$ cat config.mk
export PLATFORM = sky130hd
export DESIGN_NAME = orpsoc_rst_gen_flat
export DESIGN_NICKNAME = d
export VERILOG_FILES = /design/src/rtl/orpsoc_rst_gen_if.sv /design/src/rtl/orpsoc_rst_gen.sv /design/src/flat_wrapper.sv
export SDC_FILE = /design/constraint.sdc
export NUM_CORES = 1
export LEC_CHECK = 0
export BUFFER_PORTS_ARGS = -buffer_cell sky130_fd_sc_hd__buf_2
export CAP_MARGIN = 30
export CORE_MARGIN = 3
export CORE_UTILIZATION = 52
export CTS_CLUSTER_DIAMETER = 50
export DETAILED_ROUTE_END_ITERATION = 7
export GPL_TIMING_DRIVEN = 0
export PLACE_DENSITY = 0.73
export SLEW_MARGIN = 20
export SYNTH_ARGS = -nofsm -noshare
export SYNTH_HDL_FRONTEND = slang
export SYNTH_SLANG_ARGS = --single-unit
export TNS_END_PERCENT = 10
$ cat constraint.sdc
create_clock -name clk_pad_i -period 2 [get_ports clk_pad_i]
set_input_delay 0.2 -clock clk_pad_i [delete_from_list [all_inputs] [get_ports clk_pad_i]]
set_output_delay 0.2 -clock clk_pad_i [all_outputs]
set_load 0.03 [all_outputs]
$ cat src/rtl/orpsoc_rst_gen_if.sv
// Reset-sequencer bundle: debug reset request in, staged resets and status out.
// The master side is the sequencer; the slave side is whatever consumes the resets.
interface orpsoc_rst_gen_if #(
  parameter int CNT_W = 8
);
  logic             dbg_rst_i;
  logic             wb_rst_o;
  logic             cpu_rst_o;
  logic             rst_done_o;
  logic [CNT_W-1:0] dbg_rst_cnt_o;

  modport master (
    input  dbg_rst_i,
    output wb_rst_o,
    output cpu_rst_o,
    output rst_done_o,
    output dbg_rst_cnt_o
  );

  modport slave (
    output dbg_rst_i,
    input  wb_rst_o,
    input  cpu_rst_o,
    input  rst_done_o,
    input  dbg_rst_cnt_o
  );
endinterface

$ cat src/rtl/orpsoc_rst_gen.sv
// Board-level reset sequencer: synchronises release of the pad reset, holds
// both resets for a while, frees the Wishbone fabric first and the CPU later.
// A debug reset request replays the hold phase and is counted (saturating).
module orpsoc_rst_gen #(
  parameter int SYNC_STAGES      = 2,
  parameter int RST_HOLD_CYCLES  = 16,
  parameter int CPU_DELAY_CYCLES = 8,
  parameter int CNT_W            = 8
) (
  input  logic               clk_pad_i,
  input  logic               rst_n_pad_i,
  orpsoc_rst_gen_if.master   bus
);

  typedef enum logic [1:0] {
    ST_RESET = 2'd0,
    ST_HOLD  = 2'd1,
    ST_WB_UP = 2'd2,
    ST_RUN   = 2'd3
  } state_e;

  // One shared phase counter covers both the hold and the CPU delay phases.
  localparam int CNT_MAX = (RST_HOLD_CYCLES > CPU_DELAY_CYCLES) ? RST_HOLD_CYCLES : CPU_DELAY_CYCLES;
  localparam int TW      = (CNT_MAX > 1) ? $clog2(CNT_MAX) : 1;
  localparam logic [TW-1:0]    HOLD_LAST = TW'(RST_HOLD_CYCLES - 1);
  localparam logic [TW-1:0]    CPU_LAST  = TW'(CPU_DELAY_CYCLES - 1);
  localparam logic [CNT_W-1:0] DBG_SAT   = '1;

  if (SYNC_STAGES < 2) begin : g_bad_sync
    $error("orpsoc_rst_gen: SYNC_STAGES must be >= 2");
  end
  if (RST_HOLD_CYCLES < 1) begin : g_bad_hold
    $error("orpsoc_rst_gen: RST_HOLD_CYCLES must be >= 1");
  end
  if (CPU_DELAY_CYCLES < 1) begin : g_bad_delay
    $error("orpsoc_rst_gen: CPU_DELAY_CYCLES must be >= 1");
  end

  logic [SYNC_STAGES-1:0] sync_q, sync_d;
  state_e                 state_q, state_d;
  logic [TW-1:0]          cnt_q, cnt_d;
  logic                   wb_rst_q, wb_rst_d;
  logic                   cpu_rst_q, cpu_rst_d;
  logic                   done_q, done_d;
  logic [CNT_W-1:0]       dbg_cnt_q, dbg_cnt_d;
  logic                   sync_rel;

  assign sync_rel = sync_q[SYNC_STAGES-1];

  // Next-state logic: release synchroniser shift plus the sequencing FSM.
  always_comb begin
    sync_d    = {sync_q[SYNC_STAGES-2:0], 1'b1};
    state_d   = state_q;
    cnt_d     = cnt_q;
    wb_rst_d  = wb_rst_q;
    cpu_rst_d = cpu_rst_q;
    done_d    = done_q;
    dbg_cnt_d = dbg_cnt_q;

    case (state_q)
      ST_RESET: begin
        // Debug requests are meaningless until the pad release has propagated.
        if (sync_rel) begin
          state_d = ST_HOLD;
          cnt_d   = '0;
        end
      end
      ST_HOLD: begin
        // A debug request here only stretches the hold; it is not a new event.
        if (bus.dbg_rst_i) begin
          cnt_d = '0;
        end else if (cnt_q == HOLD_LAST) begin
          state_d  = ST_WB_UP;
          cnt_d    = '0;
          wb_rst_d = 1'b0;
        end else begin
          cnt_d = cnt_q + TW'(1);
        end
      end
      ST_WB_UP, ST_RUN: begin
        if (bus.dbg_rst_i) begin
          // Debug reset wins over any simultaneous release step.
          state_d   = ST_HOLD;
          cnt_d     = '0;
          wb_rst_d  = 1'b1;
          cpu_rst_d = 1'b1;
          done_d    = 1'b0;
          if (dbg_cnt_q != DBG_SAT) begin
            dbg_cnt_d = dbg_cnt_q + CNT_W'(1);
          end
        end else if (state_q == ST_WB_UP) begin
          if (cnt_q == CPU_LAST) begin
            state_d   = ST_RUN;
            cnt_d     = '0;
            cpu_rst_d = 1'b0;
            done_d    = 1'b1;
          end else begin
            cnt_d = cnt_q + TW'(1);
          end
        end
      end
      default: begin
        state_d = ST_RESET;
      end
    endcase
  end

  // State and output registers; the pad reset forces everything asynchronously.
  always_ff @(posedge clk_pad_i or negedge rst_n_pad_i) begin
    if (!rst_n_pad_i) begin
      sync_q    <= '0;
      state_q   <= ST_RESET;
      cnt_q     <= '0;
      wb_rst_q  <= 1'b1;
      cpu_rst_q <= 1'b1;
      done_q    <= 1'b0;
      dbg_cnt_q <= '0;
    end else begin
      sync_q    <= sync_d;
      state_q   <= state_d;
      cnt_q     <= cnt_d;
      wb_rst_q  <= wb_rst_d;
      cpu_rst_q <= cpu_rst_d;
      done_q    <= done_d;
      dbg_cnt_q <= dbg_cnt_d;
    end
  end

  assign bus.wb_rst_o      = wb_rst_q;
  assign bus.cpu_rst_o     = cpu_rst_q;
  assign bus.rst_done_o    = done_q;
  assign bus.dbg_rst_cnt_o = dbg_cnt_q;

endmodule

$ cat src/flat_wrapper.sv
// flat-port wrapper written by rule: the top's interface ports become plain ports
module orpsoc_rst_gen_flat 
#(
  parameter int SYNC_STAGES      = 2,
  parameter int RST_HOLD_CYCLES  = 16,
  parameter int CPU_DELAY_CYCLES = 8,
  parameter int CNT_W            = 8
)
  (clk_pad_i, rst_n_pad_i, bus_dbg_rst_i, bus_wb_rst_o, bus_cpu_rst_o, bus_rst_done_o, bus_dbg_rst_cnt_o);
  orpsoc_rst_gen_if #(.CNT_W(CNT_W)) bus_i ();
  input  logic clk_pad_i;
  input  logic rst_n_pad_i;
  input wire logic [$bits(bus_i.dbg_rst_i)-1:0] bus_dbg_rst_i;
  output wire logic [$bits(bus_i.wb_rst_o)-1:0] bus_wb_rst_o;
  output wire logic [$bits(bus_i.cpu_rst_o)-1:0] bus_cpu_rst_o;
  output wire logic [$bits(bus_i.rst_done_o)-1:0] bus_rst_done_o;
  output wire logic [$bits(bus_i.dbg_rst_cnt_o)-1:0] bus_dbg_rst_cnt_o;
  assign bus_i.dbg_rst_i = bus_dbg_rst_i;
  assign bus_wb_rst_o = bus_i.wb_rst_o;
  assign bus_cpu_rst_o = bus_i.cpu_rst_o;
  assign bus_rst_done_o = bus_i.rst_done_o;
  assign bus_dbg_rst_cnt_o = bus_i.dbg_rst_cnt_o;
  orpsoc_rst_gen #(.SYNC_STAGES(SYNC_STAGES), .RST_HOLD_CYCLES(RST_HOLD_CYCLES), .CPU_DELAY_CYCLES(CPU_DELAY_CYCLES), .CNT_W(CNT_W)) u_core (.clk_pad_i(clk_pad_i), .rst_n_pad_i(rst_n_pad_i), .bus(bus_i));
endmodule
==> flow_summary.ini, run 1 <==
[critical_path]
cp.buffers_inverters = 0
timing.rr.start = u_core.bus.dbg_rst_cnt_o[0]
crit_type = reg2reg
rr_worst_depth = 4
path_delay_family = flip-flops
crit_path_top_delay_cell = dfrtp_1
path_cells = ha_1 -> nand3_1 -> nor3_1 -> mux2_2
arrival_ns = 1.74
r2r_setup_slack_ns = 0.45
required_ns = 2.19
cp-end-kind = flip-flop
crit_start = u_core.bus.dbg_rst_cnt_o[0]
r2r_end = u_core.bus.dbg_rst_cnt_o[6]
slowest_delay_ns = 0.46
critPathMaxFanout = 6
start_kind = flip-flop

[synthesis]
avgSynthCellArea_um2 = 10.3
yosys_warnings = 0
ys_ff_latch = 19
synth_fp_nets = 101
synthCells = 96
ys_seq_area_share_pct = 48.5
synth_cell_types = 38
netlist_area_um2 = 985

[floorplan]
fp.dieW_um = 49.5
design.die.area_um2 = 2450
die_y_um = 49.5
rows = 15
io_pins = 14
coreArea_um2 = 1760
start_util_pct = 55.8

[outcome]
status = finished, final reports clean

[clock_network]
cts_sinks = 19
cts_tree = built
clk_path_buf_depth = 2
post-cts-setup-buffer-count = 0
h-tree-depth = 1
clk_latency_ns = 0.29
root_buffer = clkbuf_4
clkTransAtPathRegs_ns = 0.10
numCtsBuffers = 3

[detailed_routing]
met3WireLength_um = 71
wirelength_met1_um = 871
drcViolationCount = 0
routed-wl-met2_um = 771
via_count = 758
wl_per_cell_um = 12.7
drt_iter0_drc = 11
vias_per_cell = 5.45
routed_wl_mm = 1.76
ant_nets = 0
dr.pass1.iters = 4
highest_layer = met4

[timing]
rsz0062_at_grt = false
setup_tns_ns = 0
layout_min_cycle_time_ns = 1.55
setup_viol = 0
maxSlewViolCount = 0
fmax_ghz = 0.644
worst_pin_slew_ns = 0.531
finalHoldViolCount = 0
slew_headroom_pct = 64.3
final.period_utilization_pct = 77.6
clock_skew_ns = 0.00247

[power]
power.total_w = 0.000677
p_leak_nw = 0.518
power.density_nw_per_um2 = 606
irDropWorstVdd_mv = 0.396

[hold_path]
hold_class = in2reg
worstHoldStart = bus_dbg_rst_i
hold_depth = 2
min_to = u_core.state_q[1]

[global_route]
grt_start_max_net_pins = 20
grt_pass1_wl_mm = 3.22
overflow = 0
first_global_vias = 707
grtUsageTotal_pct = 17.2
grt_antenna_before_repair = 0

[finish]
area_delta_synth_final_pct = 13.5
final_cells = 139
n_antenna_cell = 0
drive_gt1_share_pct = 21.1
final_nets = 120
post-route-util_pct = 63.3

[placed_design]
port_buffers = 13
dp_hpwl_mm = 1.32
placedCellCount = 134
place_congestion = 0.805

[run]
cap_violations = 0
[through the flow]
| step | setup slack (ns) | area (um2) | hold slack, ns |
|---|---|---|---|
| after detailed placement | 0.504 | 1080 | 0.156 |
| after floorplan | 0.413 | 985 | -0.0956 |
| after CTS | 0.472 | 1120 | 0.133 |
| after global routing | 0.361 | 1120 | 0.142 |
| final | 0.448 | 1120 | 0.136 |
| after global placement | 0.517 | 1080 | 0.157 |
[area by class of cell]
cell class	count	area, um2
clock buffer	4	26.3
inverter	6	22.5
multi-input combinational	66	453
sequential	19	478
buffer	5	31.3
timing repair buffer	14	75.1
fill	163	647
tap	25	31.3
[report_power, final]
| group | total [W] | switching [W] | internal (W) | leakage, nW |
|---|---|---|---|---|
| registers | 0.000417 | 0.0000174 | 0.000399 | 0.244 |
| clock network | 0.000189 | 0.000112 | 0.0000776 | 0.0150 |
| logic | 0.0000711 | 0.0000441 | 0.0000270 | 0.259 |
[cell usage in the layout (no fill, tap or decap), drive strengths merged, types with 3 or more instances in the layout]
master,n
dfrtp,17
buf,16
nand2,8
inv,6
nand3,6
clkbuf,6
a21oi,5
nor3,4
o21ai,4
xnor2,3
mux2i,3
xor2,3
[cells in the mapped netlist, drive strengths merged]
cell type | instances | area, um2
o2111ai | 2 | 17.5
dfrtp | 17 | 425
a41oi | 1 | 8.76
nor3 | 4 | 20.0
o21a | 1 | 7.51
nand3 | 6 | 30.0
nor2 | 2 | 7.51
a2111oi | 1 | 8.76
mux2 | 2 | 22.5
xor2 | 3 | 33.8
nand4 | 2 | 12.5
a211oi | 2 | 15.0
mux2i | 3 | 30.0
buf | 3 | 23.8
ha | 2 | 25.0
a22o | 1 | 8.76
conb | 1 | 3.75
o211ai | 1 | 7.51
a21oi | 5 | 25.0
and3 | 2 | 12.5
a2111o | 1 | 11.3
o31ai | 1 | 7.51
nand2b | 2 | 12.5
xnor2 | 3 | 26.3
and3b | 1 | 8.76
a21o | 1 | 8.76
nand2 | 8 | 30.0
inv | 6 | 22.5
dfstp | 2 | 52.6
nor2b | 1 | 6.26
clkbuf | 2 | 7.51
a22oi | 1 | 7.51
and4 | 2 | 17.5
o21ai | 4 | 20.0
[layer usage]
metal	up-vias	GRT usage (%)
met5	-	0
met4	0	9.68
met3	4	3.02
met2	15	24.8
met1	360	24.5
li1	379	-
[repair_timing]
| action | CTS | global route |
|---|---|---|
| endpoints found under the hold margin | 17 | 0 |
| hold buffers | 1 | 0 |
| gates resized for setup | 0 | 0 |
| setup endpoints to repair | 0 | 0 |
[sequential cells by signal, indices dropped and copies added (netlist names)]
register and cells:
u_core.bus.cpu_rst_o 1, u_core.state_q 2, u_core.bus.rst_done_o 1, u_core.bus.dbg_rst_cnt_o 8, u_core.cnt_q 4, u_core.bus.wb_rst_o 1, u_core.sync_q 2
[cell families (layout without fill, tap and decap cells)]
kind of cell	count (synthesis)	count (layout)	share of synthesized area, %
buf+inv	11	29	5.46
flops	19	19	48.5
mux	5	5	5.34
compound gates	22	22	15.6
other cells	1	1	0.381
simple gates	30	30	16.0
fa+ha+maj	2	2	2.54
xor+xnor	6	6	6.10
[worst max path at each step]
| stage | to | slack [ns] | depth (start not counted) |
|---|---|---|---|
| global route | u_core.bus.dbg_rst_cnt_o[6] | 0.36 | 4 |
| CTS | u_core.bus.dbg_rst_cnt_o[6] | 0.47 | 4 |
| finish | u_core.bus.dbg_rst_cnt_o[6] | 0.45 | 4 |
| global placement | u_core.bus.dbg_rst_cnt_o[6] | 0.52 | 4 |
| floorplan | u_core.bus.dbg_rst_cnt_o[6] | 0.41 | 4 |
| detailed placement | u_core.bus.dbg_rst_cnt_o[6] | 0.50 | 4 |
No activity file was read; power rests on OpenSTA's default activity.
==> run 2: changes to the inputs <==
--- a/config.mk
+++ b/config.mk
@@ -8,7 +8,7 @@
 export BUFFER_PORTS_ARGS = -buffer_cell sky130_fd_sc_hd__buf_2
 export CAP_MARGIN = 30
 export CORE_MARGIN = 3
-export CORE_UTILIZATION = 52
+export CORE_UTILIZATION = 49
 export CTS_CLUSTER_DIAMETER = 50
 export DETAILED_ROUTE_END_ITERATION = 7
 export GPL_TIMING_DRIVEN = 0
==> constraint.sdc (replaced) <==
create_clock -name clk_pad_i -period 1.35 [get_ports clk_pad_i]
set_input_delay 0.135 -clock clk_pad_i [delete_from_list [all_inputs] [get_ports clk_pad_i]]
set_output_delay 0.135 -clock clk_pad_i [all_outputs]
set_load 0.03 [all_outputs]
==> flow_summary.ini, run 2 (synthesized netlist as in run 1, its figures left out) <==
[timing]
rsz0062_at_grt = true
final.period_utilization_pct = 104
finalHoldViolCount = 0
fmax_ghz = 0.709
maxSlewViolCount = 0
clock_skew_ns = 0.00211
layout_min_cycle_time_ns = 1.41
final.setup.worst_slack_ns = -0.0603
setup_viol = 3

[clock_network]
cts_sinks = 19
clk_latency_ns = 0.29
clkTransAtPathRegs_ns = 0.10
cts_tree = built
h-tree-depth = 1
numCtsBuffers = 3
root_buffer = clkbuf_4
clk_path_buf_depth = 2

[floorplan]
io_pins = 14
design.die.area_um2 = 2580
start_util_pct = 54.7
fp.dieW_um = 50.8
die_y_um = 50.8
coreArea_um2 = 1800
rows = 15

[detailed_routing]
drcViolationCount = 0
ant_nets = 0
via_count = 794
routed_wl_mm = 1.95
vias_per_cell = 5.59
dr.pass1.iters = 4
drt_iter0_drc = 20
wl_per_cell_um = 13.7

[power]
power.total_w = 0.00103
p_leak_nw = 0.530
power.density_nw_per_um2 = 837
irDropWorstVdd_mv = 0.778

[finish]
mostFrequentLayoutCells = buf_2, dfrtp_1, nand2_1, dfrtp_2, inv_1
drive_gt1_share_pct = 37.6
n_antenna_cell = 0
postLayoutCellArea_um2 = 1230
fill_cells = 153
regArea_um2 = 487
final_common_cell = buf_2
multiInputGateArea_um2 = 529
final_nets = 123
largest_reg_flops = 8
area_delta_synth_final_pct = 24.9

[critical_path]
critPathMaxFanout = 6
path_delay_family = flip-flops
path_cells = and4_1 -> buf_6 -> a2111o_1 -> xnor2_1
crit_type = reg2reg
r2r_setup_slack_ns = -0.06
cp-end-kind = flip-flop
slowest_delay_ns = 0.44
arrival_ns = 1.59
cp.buffers_inverters = 1
crit_path_top_delay_cell = dfrtp_2
required_ns = 1.53
start_kind = flip-flop
crit_cells = 4
rr_worst_depth = 4
timing.rr.start = u_core.bus.dbg_rst_cnt_o[3]
r2r_end = u_core.bus.dbg_rst_cnt_o[5]

[placed_design]
port_buffers = 13
dpl-instance-area_um2 = 1100
dp_hpwl_mm = 1.39
place_congestion = 0.894
preCtsSetupSlack_ns = -0.155

[global_route]
grt_antenna_before_repair = 0
grtUsageTotal_pct = 17.9
first_global_vias = 826
grt_start_max_net_pins = 20
grt_pass1_wl_mm = 3.56
overflow = 0

[hold_path]
worstHoldStart = bus_dbg_rst_i
min_to = u_core.state_q[1]
hold_class = in2reg
hold_depth = 2

[outcome]
violations = setup timing
status = finished, violations left

[run]
cap_violations = 0
==> run 2: final cells by class <==
class | count | share of cell area [%]
Buffer | 5 | 2.95
Clock buffer | 4 | 2.14
Multi-Input combinational cell | 66 | 43.0
Tap cell | 25 | 2.54
Inverter | 6 | 1.83
Sequential cell | 19 | 39.6
Timing Repair Buffer | 17 | 7.93
==> run 2: power breakdown <==
part | switching [W] | leakage, nW | internal [W] | total (W)
registers | 0.0000284 | 0.233 | 0.000593 | 0.000621
logic | 0.0000773 | 0.282 | 0.0000572 | 0.000135
clock network | 0.000159 | 0.0150 | 0.000115 | 0.000273
total | 0.000264 | 0.530 | 0.000765 | 0.00103
==> run 2: stage by stage <==
| step | cells | TNS [ns] | hold slack, ns | utilization (%) |
|---|---|---|---|---|
| CTS | 142 | -0.117 | 0.0678 | 65.8 |
| finish | 142 | -0.113 | 0.0820 | 68.3 |
| global route | 142 | -0.298 | 0.102 | 68.3 |
| global placement | 134 | -0.273 | 0.0892 | 61.3 |
| detailed placement | 134 | -0.374 | 0.0918 | 61.3 |
| floorplan | 96 | -0.355 | -0.161 | - |
==> run 2: metal layers <==
| layer | part of all wire [%] | GRT usage, % | routed length, um |
|---|---|---|---|
| met1 | 45 | 23.7 | 871 |
| met2 | 48 | 28.0 | 941 |
| met3 | 5.8 | 5.54 | 114 |
| met4 | 1.3 | 5.83 | 25 |
| met5 | 0 | 0 | 0 |
==> run 2: worst max path at each step <==
stage	from	to	slack, ns
3_3_place_gp	u_core.bus.dbg_rst_cnt_o[0]	u_core.bus.dbg_rst_cnt_o[1]	-0.06
4_1_cts	u_core.bus.dbg_rst_cnt_o[6]	u_core.bus.dbg_rst_cnt_o[5]	-0.07
6_report	u_core.bus.dbg_rst_cnt_o[3]	u_core.bus.dbg_rst_cnt_o[5]	-0.06
3_5_place_dp	u_core.bus.dbg_rst_cnt_o[0]	u_core.bus.dbg_rst_cnt_o[3]	-0.16
5_1_grt	u_core.bus.dbg_rst_cnt_o[6]	u_core.bus.dbg_rst_cnt_o[5]	-0.11
2_1_floorplan	u_core.bus.dbg_rst_cnt_o[6]	u_core.bus.dbg_rst_cnt_o[5]	-0.11
==> run 2: repair_timing <==
| action | in CTS | in global routing |
|---|---|---|
| resized for setup | 6 | 9 |
| pin swaps | 0 | 2 |
| endpoints found under the setup margin | 6 | 9 |
| setup buffers | 3 | 0 |
| hold buffers | 1 | 0 |
| hold endpoints to repair | 17 | 0 |
==> run 3: changes to the inputs <==
--- a/config.mk
+++ b/config.mk
@@ -13,6 +13,7 @@
 export DETAILED_ROUTE_END_ITERATION = 7
 export GPL_TIMING_DRIVEN = 0
 export PLACE_DENSITY = 0.73
+export SETUP_SLACK_MARGIN = 0.15
 export SLEW_MARGIN = 20
 export SYNTH_ARGS = -nofsm -noshare
 export SYNTH_HDL_FRONTEND = slang
==> constraint.sdc (replaced) <==
create_clock -name clk_pad_i -period 1.35 [get_ports clk_pad_i]
set_input_delay 0.27 -clock clk_pad_i [delete_from_list [all_inputs] [get_ports clk_pad_i]]
set_output_delay 0.27 -clock clk_pad_i [all_outputs]
set_load 0.03 [all_outputs]
==> flow_summary.ini, run 3 (synthesized netlist as in run 1, its figures left out) <==
[outcome]
status = finished, violations left
violations = setup timing

[detailed_routing]
drcViolationCount = 0
wl_per_cell_um = 14.5
drt_iter0_drc = 22
via_count = 809
vias_per_cell = 5.70
dr.pass1.iters = 4
routed_wl_mm = 2.06
ant_nets = 0

[finish]
final_common_cell = buf_6
largest_reg_flops = 8
mostFrequentLayoutCells = buf_6, dfrtp_1, dfrtp_2, nand2_1, inv_1
post-route-util_pct = 72.6
fill_cells = 134
n_antenna_cell = 0
final_nets = 123
area_delta_synth_final_pct = 32.8
drive_gt1_share_pct = 41.0

[timing]
maxSlewViolCount = 0
fmax_ghz = 0.702
holdWs_ns = 0.220
final.setup.worst_slack_ns = -0.0735
finalHoldViolCount = 0
setup_tns_ns = -0.129
setup_viol = 2
clock_skew_ns = 0.000386
rsz0062_at_grt = true
final.period_utilization_pct = 105
layout_min_cycle_time_ns = 1.42

[global_route]
grt_pass1_wl_mm = 3.79
grt_start_max_net_pins = 20
grtUsageTotal_pct = 19.4
overflow = 0
first_global_vias = 857
grt_antenna_before_repair = 0

[floorplan]
rows = 15
design.die.area_um2 = 2580
die_y_um = 50.8
fp.dieW_um = 50.8
coreArea_um2 = 1800
start_util_pct = 54.7
io_pins = 14

[clock_network]
cts_sinks = 19
cts_tree = built
root_buffer = clkbuf_4
clkTransAtPathRegs_ns = 0.10
clk_path_buf_depth = 2
h-tree-depth = 1
clk_latency_ns = 0.29
numCtsBuffers = 3

[critical_path]
required_ns = 1.53
crit_type = reg2reg
critPathMaxFanout = 6
arrival_ns = 1.61
cp-end-kind = flip-flop
start_kind = flip-flop

[placed_design]
port_buffers = 13
dp_hpwl_mm = 1.39
place_congestion = 0.894

[power]
irDropWorstVdd_mv = 0.797
p_leak_nw = 0.543
power.density_nw_per_um2 = 805

[run]
cap_violations = 0

[hold_path]
hold_class = in2reg
[run 3: final cells by class]
| type | count | area [um2] | share of cell area, % |
|---|---|---|---|
| clock buffer | 4 | 26.3 | 2.01 |
| timing repair buffer | 17 | 159 | 12.2 |
| buffer | 5 | 42.5 | 3.25 |
| multi-input combinational | 66 | 538 | 41.1 |
| inverter | 6 | 22.5 | 1.72 |
| sequential | 19 | 488 | 37.3 |
| tap | 25 | 31.3 | 2.39 |
[run 3: stage by stage]
stage / cell area, um2 / total power [W] / setup slack (ns) / instances
floorplan: 1010 / 0.000699 / -0.114 / 96
global placement: 1100 / 0.000733 / -0.0644 / 134
detailed placement: 1100 / 0.000741 / -0.155 / 134
CTS: 1290 / 0.00106 / -0.0669 / 142
global route: 1310 / 0.00111 / -0.124 / 142
finish: 1310 / 0.00105 / -0.0735 / 142
[run 3: layer usage]
| layer | share of wire [%] | global-route usage, % |
|---|---|---|
| met1 | 45 | 24.1 |
| met2 | 49 | 32.2 |
| met3 | 4.2 | 5.54 |
| met4 | 2.4 | 7.17 |
| met5 | 0 | 0 |
[run 3: what timing repair did]
item,CTS,global route
endpoints found under the setup margin,19,24
pin swaps,5,5
gates resized for setup,34,6
hold endpoints to repair,17,0
buffers inserted,3,0
hold buffers,1,0
[run 3: power breakdown]
part           internal (W)  total (W)  switching [W]
combinational     0.0000704   0.000152      0.0000819
sequential         0.000593   0.000623      0.0000298
clock              0.000115   0.000278       0.000163
total              0.000778    0.00105       0.000275
[run 3: path summary, 6_finish.rpt]
| check | start | endpoint | slack (ns) | cells past startpoint |
|---|---|---|---|---|
| max | u_core.bus.dbg_rst_cnt_o[5] | u_core.bus.dbg_rst_cnt_o[5] | -0.07 | 4 |
| max reg2reg | u_core.bus.dbg_rst_cnt_o[5] | u_core.bus.dbg_rst_cnt_o[5] | -0.07 | 4 |
| max in group asynchronous | rst_n_pad_i | u_core.bus.wb_rst_o | 0.59 | 2 |
| min in group asynchronous | rst_n_pad_i | u_core.cnt_q[2] | 0.43 | 2 |
| min reg2reg | u_core.sync_q[0] | u_core.sync_q[1] | 0.36 | 0 |
| min | bus_dbg_rst_i | u_core.state_q[1] | 0.22 | 2 |
[run 3: worst max-delay path: stages, from the launching register on]
cell,delay [ns]
dfrtp_2,0.44
and4_1,0.20
buf_6,0.13
a2111o_1,0.41
xnor2_1,0.13
